===== src/rtl/sram_pkg.sv =====
// Shared types and default sizes for the SRAM arbiter and its read-tag tracker.
package sram_pkg;

  // Defaults matching the single sram_top instance (1024 x 8, one cycle read latency)
  localparam int SRAM_ADDR_W = 10;
  localparam int SRAM_DATA_W = 8;
  localparam int SRAM_RD_LAT = 1;

  // Requester identity carried alongside every in-flight read
  typedef logic req_id_t;

  localparam req_id_t REQ0 = 1'b0;
  localparam req_id_t REQ1 = 1'b1;

  // One SRAM command as seen by clients sized to the default array
  typedef struct packed {
    logic                   we;
    logic [SRAM_ADDR_W-1:0] addr;
    logic [SRAM_DATA_W-1:0] wdata;
  } sram_cmd_t;

endpackage : sram_pkg


===== src/rtl/sram_rd_tracker.sv =====
// Shift pipe of read tags: one {valid, id} per issued command, exiting exactly
// when the SRAM presents the matching read data.
module sram_rd_tracker
  import sram_pkg::*;
#(
  parameter int DEPTH = SRAM_RD_LAT
) (
  input  logic    clk,
  input  logic    rst_n,
  input  logic    push_valid_i,
  input  req_id_t push_id_i,
  output logic    pop_valid_o,
  output req_id_t pop_id_o
);

  logic    valid_q [DEPTH];
  req_id_t id_q    [DEPTH];

  generate
    for (genvar gi = 0; gi < DEPTH; gi++) begin : g_stage
      logic    valid_d;
      req_id_t id_d;

      if (gi == 0) begin : g_head
        assign valid_d = push_valid_i;
        assign id_d    = push_id_i;
      end else begin : g_body
        assign valid_d = valid_q[gi-1];
        assign id_d    = id_q[gi-1];
      end

      // Advance one stage per clock; reset drops every in-flight tag
      always_ff @(posedge clk or negedge rst_n) begin
        if (!rst_n) begin
          valid_q[gi] <= 1'b0;
          id_q[gi]    <= REQ0;
        end else begin
          valid_q[gi] <= valid_d;
          id_q[gi]    <= id_d;
        end
      end
    end
  endgenerate

  assign pop_valid_o = valid_q[DEPTH-1];
  assign pop_id_o    = id_q[DEPTH-1];

endmodule : sram_rd_tracker


===== src/rtl/sram_arbiter.sv =====
// Two-requester round-robin arbiter in front of a single-port SRAM.
// One command per clock; read data is steered back to the requester that issued it.
module sram_arbiter
  import sram_pkg::*;
#(
  parameter int ADDR_W = SRAM_ADDR_W,
  parameter int DATA_W = SRAM_DATA_W,
  parameter int RD_LAT = SRAM_RD_LAT
) (
  input  logic              clk,
  input  logic              rst_n,
  // requester 0
  input  logic              req0_valid,
  output logic              req0_ready,
  input  logic              req0_we,
  input  logic [ADDR_W-1:0] req0_addr,
  input  logic [DATA_W-1:0] req0_wdata,
  output logic              rsp0_valid,
  output logic [DATA_W-1:0] rsp0_rdata,
  // requester 1
  input  logic              req1_valid,
  output logic              req1_ready,
  input  logic              req1_we,
  input  logic [ADDR_W-1:0] req1_addr,
  input  logic [DATA_W-1:0] req1_wdata,
  output logic              rsp1_valid,
  output logic [DATA_W-1:0] rsp1_rdata,
  // SRAM bus
  output logic              sram_we,
  output logic [ADDR_W-1:0] sram_addr,
  output logic [DATA_W-1:0] sram_din,
  input  logic [DATA_W-1:0] sram_dout
);

  req_id_t           last_q;      // requester granted most recently
  logic [ADDR_W-1:0] addr_q;      // last address driven onto the bus
  logic [DATA_W-1:0] din_q;       // last write data driven onto the bus
  logic [DATA_W-1:0] rdata0_q;
  logic [DATA_W-1:0] rdata1_q;

  logic              gnt0, gnt1;
  logic              sel_we;
  logic [ADDR_W-1:0] sel_addr;
  logic [DATA_W-1:0] sel_din;
  logic              rd_push;
  req_id_t           rd_id;
  logic              tag_valid;
  req_id_t           tag_id;

  // Round-robin grant; gated by rst_n so ready reads 0 while reset is held
  always_comb begin
    gnt0 = rst_n && req0_valid && (!req1_valid || (last_q == REQ1));
    gnt1 = rst_n && req1_valid && (!req0_valid || (last_q == REQ0));
  end

  assign req0_ready = gnt0;
  assign req1_ready = gnt1;

  // Route the granted command to the bus; otherwise replay the held values
  always_comb begin
    sel_we   = 1'b0;
    sel_addr = addr_q;
    sel_din  = din_q;
    rd_push  = 1'b0;
    rd_id    = REQ0;
    if (gnt0) begin
      sel_we   = req0_we;
      sel_addr = req0_addr;
      sel_din  = req0_wdata;
      rd_push  = !req0_we;
      rd_id    = REQ0;
    end else if (gnt1) begin
      sel_we   = req1_we;
      sel_addr = req1_addr;
      sel_din  = req1_wdata;
      rd_push  = !req1_we;
      rd_id    = REQ1;
    end
  end

  assign sram_we   = sel_we;
  assign sram_addr = sel_addr;
  assign sram_din  = sel_din;

  // Pointer moves only on an accepted transfer; the bus value is held while idle
  always_ff @(posedge clk or negedge rst_n) begin
    if (!rst_n) begin
      last_q <= REQ1;
      addr_q <= '0;
      din_q  <= '0;
    end else begin
      if (gnt0) begin
        last_q <= REQ0;
      end else if (gnt1) begin
        last_q <= REQ1;
      end
      addr_q <= sel_addr;
      din_q  <= sel_din;
    end
  end

  sram_rd_tracker #(
    .DEPTH (RD_LAT)
  ) u_rd_tracker (
    .clk          (clk),
    .rst_n        (rst_n),
    .push_valid_i (rd_push),
    .push_id_i    (rd_id),
    .pop_valid_o  (tag_valid),
    .pop_id_o     (tag_id)
  );

  // Exiting tag selects which requester sees this cycle's SRAM data
  always_comb begin
    rsp0_valid = tag_valid && (tag_id == REQ0);
    rsp1_valid = tag_valid && (tag_id == REQ1);
    rsp0_rdata = rsp0_valid ? sram_dout : rdata0_q;
    rsp1_rdata = rsp1_valid ? sram_dout : rdata1_q;
  end

  // Keep the last delivered read data visible between responses
  always_ff @(posedge clk or negedge rst_n) begin
    if (!rst_n) begin
      rdata0_q <= '0;
      rdata1_q <= '0;
    end else begin
      rdata0_q <= rsp0_rdata;
      rdata1_q <= rsp1_rdata;
    end
  end

endmodule : sram_arbiter


===== config.mk =====
export PLATFORM = sky130hd
export DESIGN_NAME = sram_arbiter
export DESIGN_NICKNAME = d
export VERILOG_FILES = /design/src/rtl/sram_pkg.sv /design/src/rtl/sram_rd_tracker.sv /design/src/rtl/sram_arbiter.sv
export SDC_FILE = /design/constraint.sdc
export NUM_CORES = 1
export LEC_CHECK = 0
export CAP_MARGIN = 20
export CORE_ASPECT_RATIO = 0.8
export CORE_MARGIN = 3
export CORE_UTILIZATION = 30
export CTS_BUF_LIST = sky130_fd_sc_hd__clkbuf_8
export CTS_CLUSTER_SIZE = 30
export DETAILED_ROUTE_END_ITERATION = 10
export GPL_TIMING_DRIVEN = 0
export PLACE_DENSITY = 0.7
export SLEW_MARGIN = 5
export SYNTH_ARGS = -nofsm -noshare
export SYNTH_HDL_FRONTEND = slang
export SYNTH_SLANG_ARGS = --single-unit

===== constraint.sdc =====
create_clock -name clk -period 2 [get_ports clk]
set_input_delay 0.4 -clock clk [delete_from_list [all_inputs] [get_ports clk]]
set_output_delay 0.4 -clock clk [all_outputs]
set_load 0.02 [all_outputs]

==> flow_metrics.env <==
export IMPL_outcome="finished, violations left"
export IMPL_failing_checks="setup timing"
export IMPL_setup_ws_ps=-131
export IMPL_mappedNetlistArea_um2=1590
export IMPL_gr_total_overflow=0
export IMPL_dieArea_um2=6210
export IMPL_route_detailed_vias_per_inst=4.85
export IMPL_num_io_pins=89
export IMPL_max_clock_freq_ghz=0.469
export IMPL_pwr_share_comb=0.400
export IMPL_tightest_slew_ps=798
export IMPL_io_buffer_count=88
export IMPL_rsz0062_at_grt="true"
export IMPL_die_y_um=71.1
export IMPL_seq_area_frac_synth=0.583
export IMPL_grt_pass1_vias=1525
export IMPL_swShare=0.319
export IMPL_placementRows=23
export IMPL_gp_weighted_congestion=0.727
export IMPL_critical_path_startpoint_type="primary input"
export IMPL_leakage_nw=1.28
export IMPL_finalSetupViolCount=17
export IMPL_postSynthNetCount=169
export IMPL_design_power_total_w=0.00240
export IMPL_clockRootBuffer="sky130_fd_sc_hd__clkbuf_8"
export IMPL_max_cap_violations=0
export IMPL_route_antenna_remaining_nets=0
export IMPL_drv_slew=0
export IMPL_synth_cell_types=25
export IMPL_detailedPlacementHpwl_mm=3.15
export IMPL_final_hold_worst_slack_ps=28.6
export IMPL_clock_latency_ps=280
export IMPL_critPathCaptureType="primary output"
export IMPL_cts_tree="yes"
export IMPL_yosys_warnings=0
export IMPL_worst_rel_slew_slack=0.466
export IMPL_timing_setup_tns_ps=-1790
export IMPL_grt_max_degree=18
export IMPL_timing_hold_worst_class="in -> async"
export IMPL_hold_viol=0
export IMPL_postSynthAreaPerCell_um2=13.4
export IMPL_required_ps=1600
export IMPL_power_share_sequential=0.395
export IMPL_clock_sinks=37
export IMPL_timing_critical_path_fanout_max=5
export IMPL_min_period_ps=2130
export IMPL_power_internal_w=0.00163
export IMPL_wire_length_of_the_first_global_routing_pass_mm=7.12
export IMPL_power_density_nw_per_um2=853
export IMPL_p_r_area_growth_vs_syn_pct=76.8
export IMPL_synth_seq_cells=37
export IMPL_total_vias_in_the_final_route=1420
export IMPL_finalNetCount=280
export IMPL_layout_drive_gt1_share=0.403
export IMPL_floorplan_initialDensity=0.314
export IMPL_core_area_um2=5060
export IMPL_power_clock_fraction=0.205
export IMPL_antenna_found_initial=0
export IMPL_timing_setup_critical_path_class="in -> out"
export IMPL_avgRoutedWirePerCell_um=15.8
export IMPL_finClkSkew_ps=5.27
export IMPL_h_tree_depth=2
export IMPL_timing_critical_path_arrival_ps=1730
export IMPL_grtUsageTotal=0.147
export IMPL_die_w_um=87.4
export IMPL_clk_path_buf_depth=2
export IMPL_netSwitchingPower_w=0.000765
export IMPL_detail_route_iter0_violations=26
export IMPL_finalWirelength_mm=4.62
export IMPL_drtPass1Iterations=4
export IMPL_clkSlewWorstSetupHoldPaths_ps=70
export IMPL_drc_errors=0
export IMPL_n_antenna_cell=0
export IMPL_vdd_drop_max_mv=0.473
export IMPL_post_synth_inst_count=119
export IMPL_cts_inserted_buffers=5
export IMPL_layout_worst_path_cycle_share=1.07
-- final timing paths --
path / from / to / slack, ps / cells after the start
max: req1_valid / sram_addr[0] / -130 / 7
min: rst_n / addr_q[4]$_DFF_PN0_ / 30 / 2
max reg2reg: last_q$_DFFE_PN1P_ / din_q[5]$_DFF_PN0_ / 470 / 5
min reg2reg: rdata0_q[3]$_DFF_PN0_ / rdata0_q[3]$_DFF_PN0_ / 500 / 1
max in group asynchronous: rst_n / addr_q[7]$_DFF_PN0_ / 740 / 2
min in group clk: rdata0_q[3]$_DFF_PN0_ / rdata0_q[3]$_DFF_PN0_ / 500 / 1
-- flip-flops by register name, indices dropped and copies added (netlist names) --
signal / count
addr_q: 10
rdata0_q: 8
u_rd_tracker.pop_valid_o: 1
u_rd_tracker.pop_id_o: 1
din_q: 8
rdata1_q: 8
last_q: 1
-- placed cells by master, fill, tap and decap left out, types with 2 or more instances in the layout --
cell type / instances
sky130_fd_sc_hd__buf_6: 20
sky130_fd_sc_hd__clkdlybuf4s15_1: 6
sky130_fd_sc_hd__inv_1: 3
sky130_fd_sc_hd__buf_4: 13
sky130_fd_sc_hd__a221o_2: 7
sky130_fd_sc_hd__clkinv_2: 2
sky130_fd_sc_hd__and2_2: 3
sky130_fd_sc_hd__a31oi_2: 2
sky130_fd_sc_hd__nand3_1: 2
sky130_fd_sc_hd__a221o_1: 9
sky130_fd_sc_hd__dlygate4sd2_1: 6
sky130_fd_sc_hd__nand2_1: 4
sky130_fd_sc_hd__mux2_2: 16
sky130_fd_sc_hd__o21ai_0: 3
sky130_fd_sc_hd__and2_1: 14
sky130_fd_sc_hd__clkbuf_8: 5
sky130_fd_sc_hd__buf_2: 10
sky130_fd_sc_hd__nor3_1: 2
sky130_fd_sc_hd__dfrtp_1: 34
sky130_fd_sc_hd__dfrtp_2: 2
sky130_fd_sc_hd__clkdlybuf4s50_1: 47
-- power by group through the flow --
stage | clock network [W] | registers, W | logic (W)
2_1_floorplan | 0 | 0.000942 | 0.000481
3_3_place_gp | 0 | 0.000948 | 0.000942
3_5_place_dp | 0 | 0.000957 | 0.000957
4_1_cts | 0.000511 | 0.000945 | 0.000973
5_1_grt | 0.000541 | 0.000963 | 0.00103
6_report | 0.000490 | 0.000947 | 0.000960
-- cells by family after synthesis --
kind of cell    share of synthesized area
buf+inv                            0.0315
compound gates                      0.135
mux                                 0.113
flops                               0.583
simple gates                        0.136
-- cell usage after synthesis, drive strengths merged --
cell | n | area, um2
and3b | 1 | 8.76
mux2 | 16 | 180
nor2 | 2 | 15.0
dfrtp | 36 | 901
buf | 4 | 38.8
nand2 | 5 | 18.8
and2 | 18 | 118
o21ai | 5 | 28.8
nand2b | 2 | 12.5
and2b | 1 | 7.51
dfstp | 1 | 26.3
nand3 | 3 | 20.0
nor3 | 2 | 10.0
a31oi | 2 | 12.5
a21oi | 1 | 5.00
a221o | 16 | 169
nand4 | 1 | 6.26
inv | 3 | 11.3
-- stage by stage --
step / utilization / setup WS (ps) / instance area (um2) / std cells
6_report: 0.555 / -131 / 2810 / 293
5_1_grt: 0.555 / -186 / 2810 / 293
4_1_cts: 0.555 / -130 / 2810 / 288
3_5_place_dp: 0.507 / -870 / 2570 / 270
3_3_place_gp: 0.503 / -2420 / 2550 / 269
2_1_floorplan: - / 294 / 1590 / 119
-- worst max-delay path, cell delays in order --
cell and delay (ps):
sky130_fd_sc_hd__dlygate4sd2_1 320, sky130_fd_sc_hd__nand2b_1 120, sky130_fd_sc_hd__nand3_2 140, sky130_fd_sc_hd__inv_4 60, sky130_fd_sc_hd__buf_4 140, sky130_fd_sc_hd__a221o_2 400, sky130_fd_sc_hd__buf_6 140
-- cell type report --
class                      instances  area, um2
clock inverter                     3       13.8
clock buffer                       5       68.8
multi-input combinational         76        654
timing repair buffer             103       1010
fill                             471       2260
sequential                        37        930
tap                               62       77.6
buffer                             4       45.0
inverter                           3       13.8
-- what timing repair did --
| action | CTS | global route |
|---|---|---|
| endpoints found under the hold margin | 17 | 0 |
| buffers inserted | 7 | 3 |
| gates cloned | 2 | 2 |
| gates resized for setup | 161 | 19 |
| pin swaps | 4 | 7 |
| setup endpoints to repair | 39 | 29 |
| hold buffers | 1 | 0 |
-- per-layer routing --
metal	track usage	vias to the layer above	wire, um
met5	0	-	0
met4	0.0477	0	55
met3	0.0524	7	359
met2	0.239	62	2180
met1	0.182	690	2020
li1	-	661	-
Note: power is estimated with default switching activity, not from simulation.
